--- config.mk ---
export PLATFORM = sky130hd
export DESIGN_NAME = servo_pwm_decoder
export DESIGN_NICKNAME = d
export VERILOG_FILES = /design/src/rtl/servo_pwm_decoder.sv
export SDC_FILE = /design/constraint.sdc
export NUM_CORES = 1
export LEC_CHECK = 0
export ABC_AREA = 1
export BUFFER_PORTS_ARGS = -buffer_cell sky130_fd_sc_hd__clkbuf_2
export CAP_MARGIN = 15
export CORE_MARGIN = 4
export CORE_UTILIZATION = 40
export CTS_BUF_LIST = sky130_fd_sc_hd__clkbuf_16
export DETAILED_ROUTE_END_ITERATION = 8
export SKIP_LAST_GASP = 1
export SLEW_MARGIN = 20
export SYNTH_ARGS = -nofsm -noshare
export SYNTH_HDL_FRONTEND = slang
export SYNTH_SLANG_ARGS = --single-unit
--- constraint.sdc ---
create_clock -name clk -period 7.5 [get_ports clk]
set_clock_uncertainty 0.2 [all_clocks]
set_input_delay 1.5 -clock clk [delete_from_list [all_inputs] [get_ports clk]]
set_output_delay 1.5 -clock clk [all_outputs]
set_load 0.02 [all_outputs]
--- src/rtl/servo_pwm_decoder.sv ---
// Servo PWM receiver: measures each high pulse, validates it, decodes the flag command and flags signal loss.
// Optional macro SERVO_DEC_HYST_EN: the command changes only after two consecutive agreeing valid pulses.
module servo_pwm_decoder #(
  parameter int unsigned CLK_FREQ_HZ    = 25_000_000,
  parameter int unsigned MIN_PULSE_CLKS = 12_500,
  parameter int unsigned MAX_PULSE_CLKS = 62_500,
  parameter int unsigned THRESHOLD_CLKS = 31_250,
  parameter int unsigned TIMEOUT_CLKS   = 750_000,
  parameter int unsigned COUNTER_BITS   = 20
) (
  input  logic                    clk,
  input  logic                    reset,
  input  logic                    pwm_in,
  output logic [COUNTER_BITS-1:0] pulse_width,
  output logic                    pulse_valid,
  output logic                    pulse_error,
  output logic                    comando_banderin,
  output logic                    signal_lost
);

  if (TIMEOUT_CLKS >= (64'd1 << COUNTER_BITS) || CLK_FREQ_HZ == 0) begin : g_param_check
    $error("servo_pwm_decoder: COUNTER_BITS cannot hold TIMEOUT_CLKS or CLK_FREQ_HZ is zero");
  end

  typedef enum logic [1:0] {WAIT_LOW, WAIT_RISE, HIGH} state_e;

  localparam logic [COUNTER_BITS-1:0] MIN_W = COUNTER_BITS'(MIN_PULSE_CLKS);
  localparam logic [COUNTER_BITS-1:0] MAX_W = COUNTER_BITS'(MAX_PULSE_CLKS);
  localparam logic [COUNTER_BITS-1:0] THR_W = COUNTER_BITS'(THRESHOLD_CLKS);
  localparam logic [COUNTER_BITS-1:0] TMO_W = COUNTER_BITS'(TIMEOUT_CLKS);
  localparam logic [COUNTER_BITS-1:0] ONE_W = COUNTER_BITS'(1);

  state_e                  state_q, state_d;
  logic                    sync1_q, sync2_q, dly_q, rise_q, fall_q;
  logic [1:0]              settle_q;
  logic [COUNTER_BITS-1:0] width_q, width_d, pw_q, tmo_q, tmo_d;
  logic                    valid_d, error_d, valid_q, error_q;
  logic                    lost_q, lost_d, cmd_q, dec;

  // settle_q keeps WAIT_LOW from trusting the chain until it holds real samples,
  // so a pulse already high at reset release is never measured.
  always_ff @(posedge clk or posedge reset) begin
    if (reset) begin
      sync1_q  <= 1'b0;
      sync2_q  <= 1'b0;
      dly_q    <= 1'b0;
      rise_q   <= 1'b0;
      fall_q   <= 1'b0;
      settle_q <= 2'd0;
    end else begin
      sync1_q <= pwm_in;
      sync2_q <= sync1_q;
      dly_q   <= sync2_q;
      rise_q  <= sync2_q & ~dly_q;
      fall_q  <= ~sync2_q & dly_q;
      if (settle_q != 2'd3) settle_q <= settle_q + 2'd1;
    end
  end

  always_ff @(posedge clk or posedge reset) begin
    if (reset) state_q <= WAIT_LOW;
    else       state_q <= state_d;
  end

  always_comb begin
    state_d = state_q;
    case (state_q)
      WAIT_LOW:  if (settle_q == 2'd3 && !dly_q) state_d = WAIT_RISE;
      WAIT_RISE: if (rise_q) state_d = HIGH;
      HIGH: begin
        if (fall_q)                state_d = WAIT_RISE;
        else if (width_q == MAX_W) state_d = WAIT_LOW;
      end
      default:   state_d = WAIT_LOW;
    endcase
  end

  // Stopping at MAX_W gives exactly one error per overlong pulse and the counter never wraps.
  always_comb begin
    valid_d = 1'b0;
    error_d = 1'b0;
    width_d = width_q;
    case (state_q)
      WAIT_RISE: if (rise_q) width_d = ONE_W;
      HIGH: begin
        if (fall_q) begin
          if (width_q >= MIN_W) valid_d = 1'b1;
          else                  error_d = 1'b1;
        end else if (width_q == MAX_W) begin
          error_d = 1'b1;
        end else begin
          width_d = width_q + ONE_W;
        end
      end
      default: width_d = width_q;
    endcase
  end

  assign dec = (width_q >= THR_W);

  always_comb begin
    tmo_d  = (tmo_q == TMO_W) ? tmo_q : tmo_q + ONE_W;
    lost_d = lost_q | (tmo_d == TMO_W);
    if (valid_d) begin
      tmo_d  = '0;
      lost_d = 1'b0;
    end
  end

  always_ff @(posedge clk or posedge reset) begin
    if (reset) begin
      width_q <= '0;
      pw_q    <= '0;
      tmo_q   <= '0;
      valid_q <= 1'b0;
      error_q <= 1'b0;
      lost_q  <= 1'b1;
    end else begin
      width_q <= width_d;
      valid_q <= valid_d;
      error_q <= error_d;
      tmo_q   <= tmo_d;
      lost_q  <= lost_d;
      if (valid_d) pw_q <= width_q;
    end
  end

`ifdef SERVO_DEC_HYST_EN
  logic pend_q, agree_q;

  // A new command must be seen twice in a row; errors or signal loss break the run.
  always_ff @(posedge clk or posedge reset) begin
    if (reset) begin
      cmd_q   <= 1'b0;
      pend_q  <= 1'b0;
      agree_q <= 1'b0;
    end else if (valid_d) begin
      if (dec == cmd_q) begin
        agree_q <= 1'b0;
      end else if (agree_q && pend_q == dec) begin
        cmd_q   <= dec;
        agree_q <= 1'b0;
      end else begin
        pend_q  <= dec;
        agree_q <= 1'b1;
      end
    end else if (error_d || lost_q) begin
      agree_q <= 1'b0;
    end
  end
`else
  always_ff @(posedge clk or posedge reset) begin
    if (reset)        cmd_q <= 1'b0;
    else if (valid_d) cmd_q <= dec;
  end
`endif

  assign pulse_width      = pw_q;
  assign pulse_valid      = valid_q;
  assign pulse_error      = error_q;
  assign comando_banderin = cmd_q;
  assign signal_lost      = lost_q;

endmodule

==> metrics, run 1 <==
CP endpoint kind output port; post-CTS setup repair buffer count 0; Primary FF master, synth dfrtp_1; via count 3552; starting density of the core 41.9%; maxcap violations 0; CORE AREA 9950 µm²; final net count 586; diode count 0; Post-Place Cells 700; Post-Route WL 9970 µm; DR iter-0 viols 296; Hold WC Path Type flop to flop; Final Max Tran Viols 0; post-synthesis async set-or-reset flop share 100%; design area 4650 µm²; routability cong. 0.909; # H-tree levels 3; Max Fclk 0.366 GHz; Worst-Margin Slew 923 ps; post-DP HPWL 7260 µm; worst-path cell chain clkbuf_2; Synth Area in XOR/XNOR 4.83%; cell family with most CP delay flip-flops; post_cts resized 0; CTS tree done; fraction of layout instances using a drive strength above 1 15.1%; critical path's largest stage delay 540 ps; final core utilization 46.7%; Synth Area in Simple Gates 35.4%; most frequent cells in the layout nand2_1, dfrtp_1, nor2_1; Post-CTS Hold Buffers 0; Clock transition at path regs 60 ps; final setup TNS 0 ps; yosys synthesis warning count 0; mux share of post-synthesis cell area 0.270%; # DRC 0; post-synthesis cell area 4170 µm²; multi-input logic area 1960 µm²; Max Buffers Root-to-Sink 2; post-synthesis adder-cell area fraction 1.50%; post-synthesis sequential area ratio 43.9%; # rows 36; filler instances 1002; unrepaired setup endpoints after global routing false; Placed Area 4350 µm²; WP buf/inv 1; hold violation total from the final report 0; io pins 27; clk sinks 73; CTS buffer count 9; startpoint types flop; period utilization 36.5%; status finished clean; syn_nets 562; Synth Instances 554; critical path peak fanout 2; DR vias/cell 4.96; most common cell after layout, fill and taps aside nand2_1; Die Wd 110 µm; Peak VDD IR 0.000110 V; vias in the first global route 3461; top cells by area, synth dfrtp_1, nand2_1, nor2_1; fin cells 716; final setup fails 0; combinational family with the most area after synthesis simple AND/OR/NAND/NOR gates; Die Ht 110 µm; clock root cell clkbuf_16; Synth Register Bits 73; power per cell area 199 nW/µm²; all-layer global routing usage 18.2%; register area 1830 µm²; Critical Path RT 5800 ps; Worst-Skew Late Latency 330 ps; post-synthesis cell type count 36; critical path class flop to output port; post-synth top area share 43.2%; area grow syn2layout 11.6%; Final min period 2730 ps; die area 12100 µm²; Avg Inst Size Synth 7.52 µm²; Port Buf Inserts 26; EDFF count, synth 0; Lkg Pwr 2.34 nW; compound-cell area share of the yosys netlist 4.92%; Crit-path slowest cell dfstp_2; first-pass GRT wire length 16900 µm; slew margin rel. 38.4%; drt pass-1 iters 5; routed len/inst 13.9 µm; largest net degree at the start of global routing 74; grt total ovfl 0; worst path arrival time 1030 ps; Detail Route Antenna Nets 0; antenna violations before repair 0; cell taking the most area after synthesis dfrtp_1
cell usage after synthesis, types with 2 or more instances:
| cell type | number |
|---|---|
| nand2_1 | 173 |
| dfrtp_1 | 72 |
| nor2_1 | 70 |
| inv_1 | 62 |
| nand3_1 | 37 |
| xor2_1 | 17 |
| nand4_1 | 15 |
| o21ai_0 | 15 |
| inv_2 | 9 |
| nand3_2 | 8 |
| nor3_1 | 8 |
| o21ai_2 | 8 |
| nor2_2 | 7 |
| buf_2 | 6 |
| xnor2_1 | 6 |
| buf_6 | 5 |
| ha_1 | 5 |
| nor4_1 | 4 |
| or2_2 | 4 |
| a21oi_1 | 3 |
| nand2_2 | 3 |
| nor2_4 | 2 |
| or2_1 | 2 |
per-stage QoR:
stage               power, mW  setup WS [ps]  hold WS [ps]
CTS                     0.936           4760           163
global placement        0.503           4870           139
detailed placement      0.506           4850           151
floorplan               0.490           3950           131
finish                  0.927           4770           160
global route            0.964           4530           178
metal layers:
layer | vias up | global-route usage, % | share of wire, %
met1 | 1644 | 26.0 | 49
met5 | - | 0 | 0
met3 | 17 | 2.74 | 5.5
met2 | 111 | 27.6 | 44
met4 | 0 | 7.03 | 1.9
li1 | 1780 | - | -
flip-flops by register name, indices dropped and copies added (netlist names):
register / cells
signal_lost: 1
dly_q: 1
settle_q: 2
fall_q: 1
pulse_valid: 1
sync1_q: 1
sync2_q: 1
pulse_width: 20
pulse_error: 1
rise_q: 1
comando_banderin: 1
state_q: 2
width_q: 20
tmo_q: 20
cell type report:
type / instances / area share [%]
clock inverters: 7 / 1.51
clock buffers: 9 / 4.84
multi-input cells: 396 / 42.1
well taps: 133 / 3.58
repair buffers: 27 / 2.96
flip-flops and latches: 73 / 39.3
inverters: 71 / 5.73
cells by family (layout without fill, tap and decap cells):
| group | Yosys count | count (layout) |
|---|---|---|
| AO/OA/AOI/OAI | 32 | 32 |
| XOR/XNOR | 23 | 23 |
| adder cells (fa/ha/maj) | 5 | 5 |
| buffers and inverters | 85 | 114 |
| flip-flops | 73 | 73 |
| multiplexers | 1 | 1 |
| AND/OR/NAND/NOR | 335 | 335 |
power by group:
| part | internal, mW | switching [mW] |
|---|---|---|
| Clock | 0.257 | 0.171 |
| Combinational | 0.0170 | 0.0629 |
| Sequential | 0.405 | 0.0135 |
final timing paths:
path | startpoint | to | slack, ps | depth (start not counted)
setup reg to reg | state_q[0] | pulse_width[19] | 4840 | 6
setup / recovery | signal_lost | signal_lost | 4770 | 1
min in group asynchronous | reset | pulse_width[0] | 1230 | 3
hold / removal | sync1_q | sync2_q | 160 | 0
max in group asynchronous | reset | width_q[11] | 5270 | 3
hold reg to reg | sync1_q | sync2_q | 160 | 0
Power figures use the tool's default switching activity.
==> run 2: changes to the inputs <==
Settings changed: ABC_AREA 1 to 0.
Clock period 7.5 ns to 2.3 ns, I/O delays scaled along.
==> metrics, run 2 <==
clk sinks 73 (unchanged); worst setup margin -42.3 ps (-4810 ps); post-DP HPWL 5420 µm (-25%); most common cell in the netlist dfrtp_1; post-synthesis async set-or-reset flop share 100% (unchanged); DR vias/cell 5.38 (+8.4%); Peak VDD IR 0.000336 V (+200%); vias in the first global route 2790 (-19%); die area 10700 µm² (-12%); # DRC 0 (unchanged); power per cell area 656 nW/µm² (+230%); Worst-Margin Slew 392 ps (-532 ps); final core utilization 52.6% (+5.9 points); maxcap violations 0 (unchanged); Lkg Pwr 2.19 nW (-6.2%); synth cell count leaders dfrtp_1, nor2_1, mux2_2, xor2_1, nand2_1; pre-CTS setup slack -42.4 ps (-4890 ps); gr busiest metal met2; Synth Register Bits 73 (unchanged); Clock transition at path regs 60 ps (about the same); most frequent cells in the layout dfrtp_1, nor2_1, buf_4; via count 2806 (-21%); Avg Inst Size Synth 10.6 µm² (+41%); failing checks setup timing; post-synthesis sequential area ratio 50.4% (+6.6 points); unrepaired setup endpoints after global routing true; post-synth top area share 49.7% (+6.5 points); final net count 417 (-29%); post-synthesis cell type count 51 (+42%); yosys synthesis warning count 0 (unchanged); r2r endpoint width_q[9]; critical path class flop to flop; Critical Path RT 2310 ps (-3490 ps); top cells by area, synth dfrtp_1, mux2_2, xor2_1; all-layer global routing usage 16.6% (-1.6 points); CP endpoint kind flop; Global Route met3 Usage 3.76% (+1.0 points); R2R cell count 9 (+3); Hold WC Path Type primary input to async pin; Port Buf Inserts 26 (unchanged); largest net degree at the start of global routing 74 (unchanged); diode count 0 (unchanged); fin cells 522 (-27%); CTS buffer count 9 (unchanged); first-pass GRT wire length 13600 µm (-19%); final setup fails 3 (+3); Die Ht 103 µm (-6.2%); Primary FF master, synth dfrtp_1; most common cell after layout, fill and taps aside dfrtp_1; EDFF count, synth 0 (unchanged); filler instances 793 (-21%); global-route track usage on met1 22.4% (-3.6 points); grt total ovfl 0 (unchanged); period utilization 102%; cell taking the most area after synthesis dfrtp_1; Hold WS 0.451 ps (-159 ps); drt pass-1 iters 4 (-1); r2r startpoint width_q[11]; CTS tree done; post-synthesis cell area 3630 µm² (-13%); final setup TNS -72.6 ps (-72.6 ps); Synth Instances 343 (-38%); Max Buffers Root-to-Sink 2 (unchanged); # rows 34 (-5.6%); Max Fclk 0.427 GHz; routability cong. 0.832 (-8.4%); clock root cell clkbuf_16; syn_nets 351 (-38%); Final Max Tran Viols 0 (unchanged); routed len/inst 16.2 µm (+17%); hold violation total from the final report 0 (unchanged); area grow syn2layout 27.2%; io pins 27 (unchanged); # H-tree levels 3 (unchanged); Final min period 2340 ps; reg2reg setup slack -40 ps (-4880 ps); startpoint types flop; Worst-Skew Late Latency 340 ps (about the same); Global Route met2 Usage 26.0% (-1.6 points); Detail Route Antenna Nets 0 (unchanged); antenna violations before repair 0 (unchanged); Post-Place Cells 496 (-29%); slew margin rel. 73.9% (+35 points); Post-CTS Hold Buffers 0 (unchanged); Die Wd 103 µm (-6.2%); status complete, but fails checks; CORE AREA 8760 µm² (-12%); DR iter-0 viols 133 (-55%); starting density of the core 41.4% (-0.49 points); fraction of layout instances using a drive strength above 1 32.4% (+17 points); worst path arrival time 2350 ps (+1320 ps); critical path peak fanout 5 (+3); Post-Route WL 8470 µm (-15%)
-- run 2: cell count changes in the layout (fill, tap and decap cells not counted), moves of 21 or more --
cell and delta:
nor2_1 -31, nand3_1 -25, inv_1 -51, nand2_1 -156, mux2_2 +21, buf_4 +36
-- run 2: timing repair --
action                                 CTS  global route
pin swaps                                8             7
setup buffers                            1             5
setup endpoints to repair               30            44
endpoints found under the hold margin    0             0
cloned                                   1             3
gates resized for setup                 12            10
-- run 2: worst max path at each step --
stage | cells past startpoint | from | slack [ps] | to
2_1_floorplan | 7 | width_q[16] | 40 | width_q[15]
3_3_place_gp | 8 | width_q[16] | -4 | width_q[3]
3_5_place_dp | 8 | width_q[16] | -40 | width_q[5]
4_1_cts | 7 | width_q[17] | -20 | pulse_width[15]
5_1_grt | 8 | tmo_q[0] | -110 | signal_lost
6_report | 9 | width_q[11] | -40 | width_q[9]
-- run 2: power by group --
| group | internal [mW] | leakage (nW) | switching (mW) | total (mW) |
|---|---|---|---|---|
| Combinational | 0.106 | 1.08 | 0.180 | 0.285 |
| Clock | 0.836 | 0.137 | 0.542 | 1.38 |
| Sequential | 1.33 | 0.976 | 0.0358 | 1.36 |
-- run 2: cells by family after synthesis --
| group | synth area share, % |
|---|---|
| and+or+nand+nor | 20.8 |
| AOI/OAI and AO/OA | 7.66 |
| muxes | 7.38 |
| xor gates and xnor gates | 8.45 |
| buffers and inverters | 3.59 |
| adders and majority gates | 1.73 |
| DFF | 50.4 |
-- run 2: layout make-up --
type / instances / area [µm²] / area share [%]
clock buffer: 9 / 225 / 4.88
tap: 108 / 135 / 2.93
inverter: 12 / 48.8 / 1.06
sequential: 73 / 1830 / 39.6
timing repair buffer: 73 / 559 / 12.1
clock inverter: 7 / 71.3 / 1.55
multi-input combinational: 240 / 1750 / 37.8
-- run 2: metal layers --
metal	vias to the layer above	share of wire, %	wire length (µm)
met5	-	0	0
met4	0	1.4	116
met3	10	4.0	342
met2	52	50	4200
met1	1395	45	3820
li1	1349	-	-
-- run 2: worst max-delay path, stage by stage (launching register included) --
cell and delay [ps]:
dfrtp_1 370, or4_4 560, nor4_4 220, buf_4 160, a211oi_4 70, buf_4 150, buf_2 140, nand4_1 100
xor2_1 180, nor2_1 70
-- run 2: metrics by stage --
| step | power (mW) | instance area, µm² |
|---|---|---|
| final | 3.02 | 4610 |
| after global routing | 3.16 | 4610 |
| after CTS | 3.05 | 4500 |
| after detailed placement | 1.64 | 4120 |
| after global placement | 1.63 | 4120 |
| after floorplan | 1.53 | 3630 |
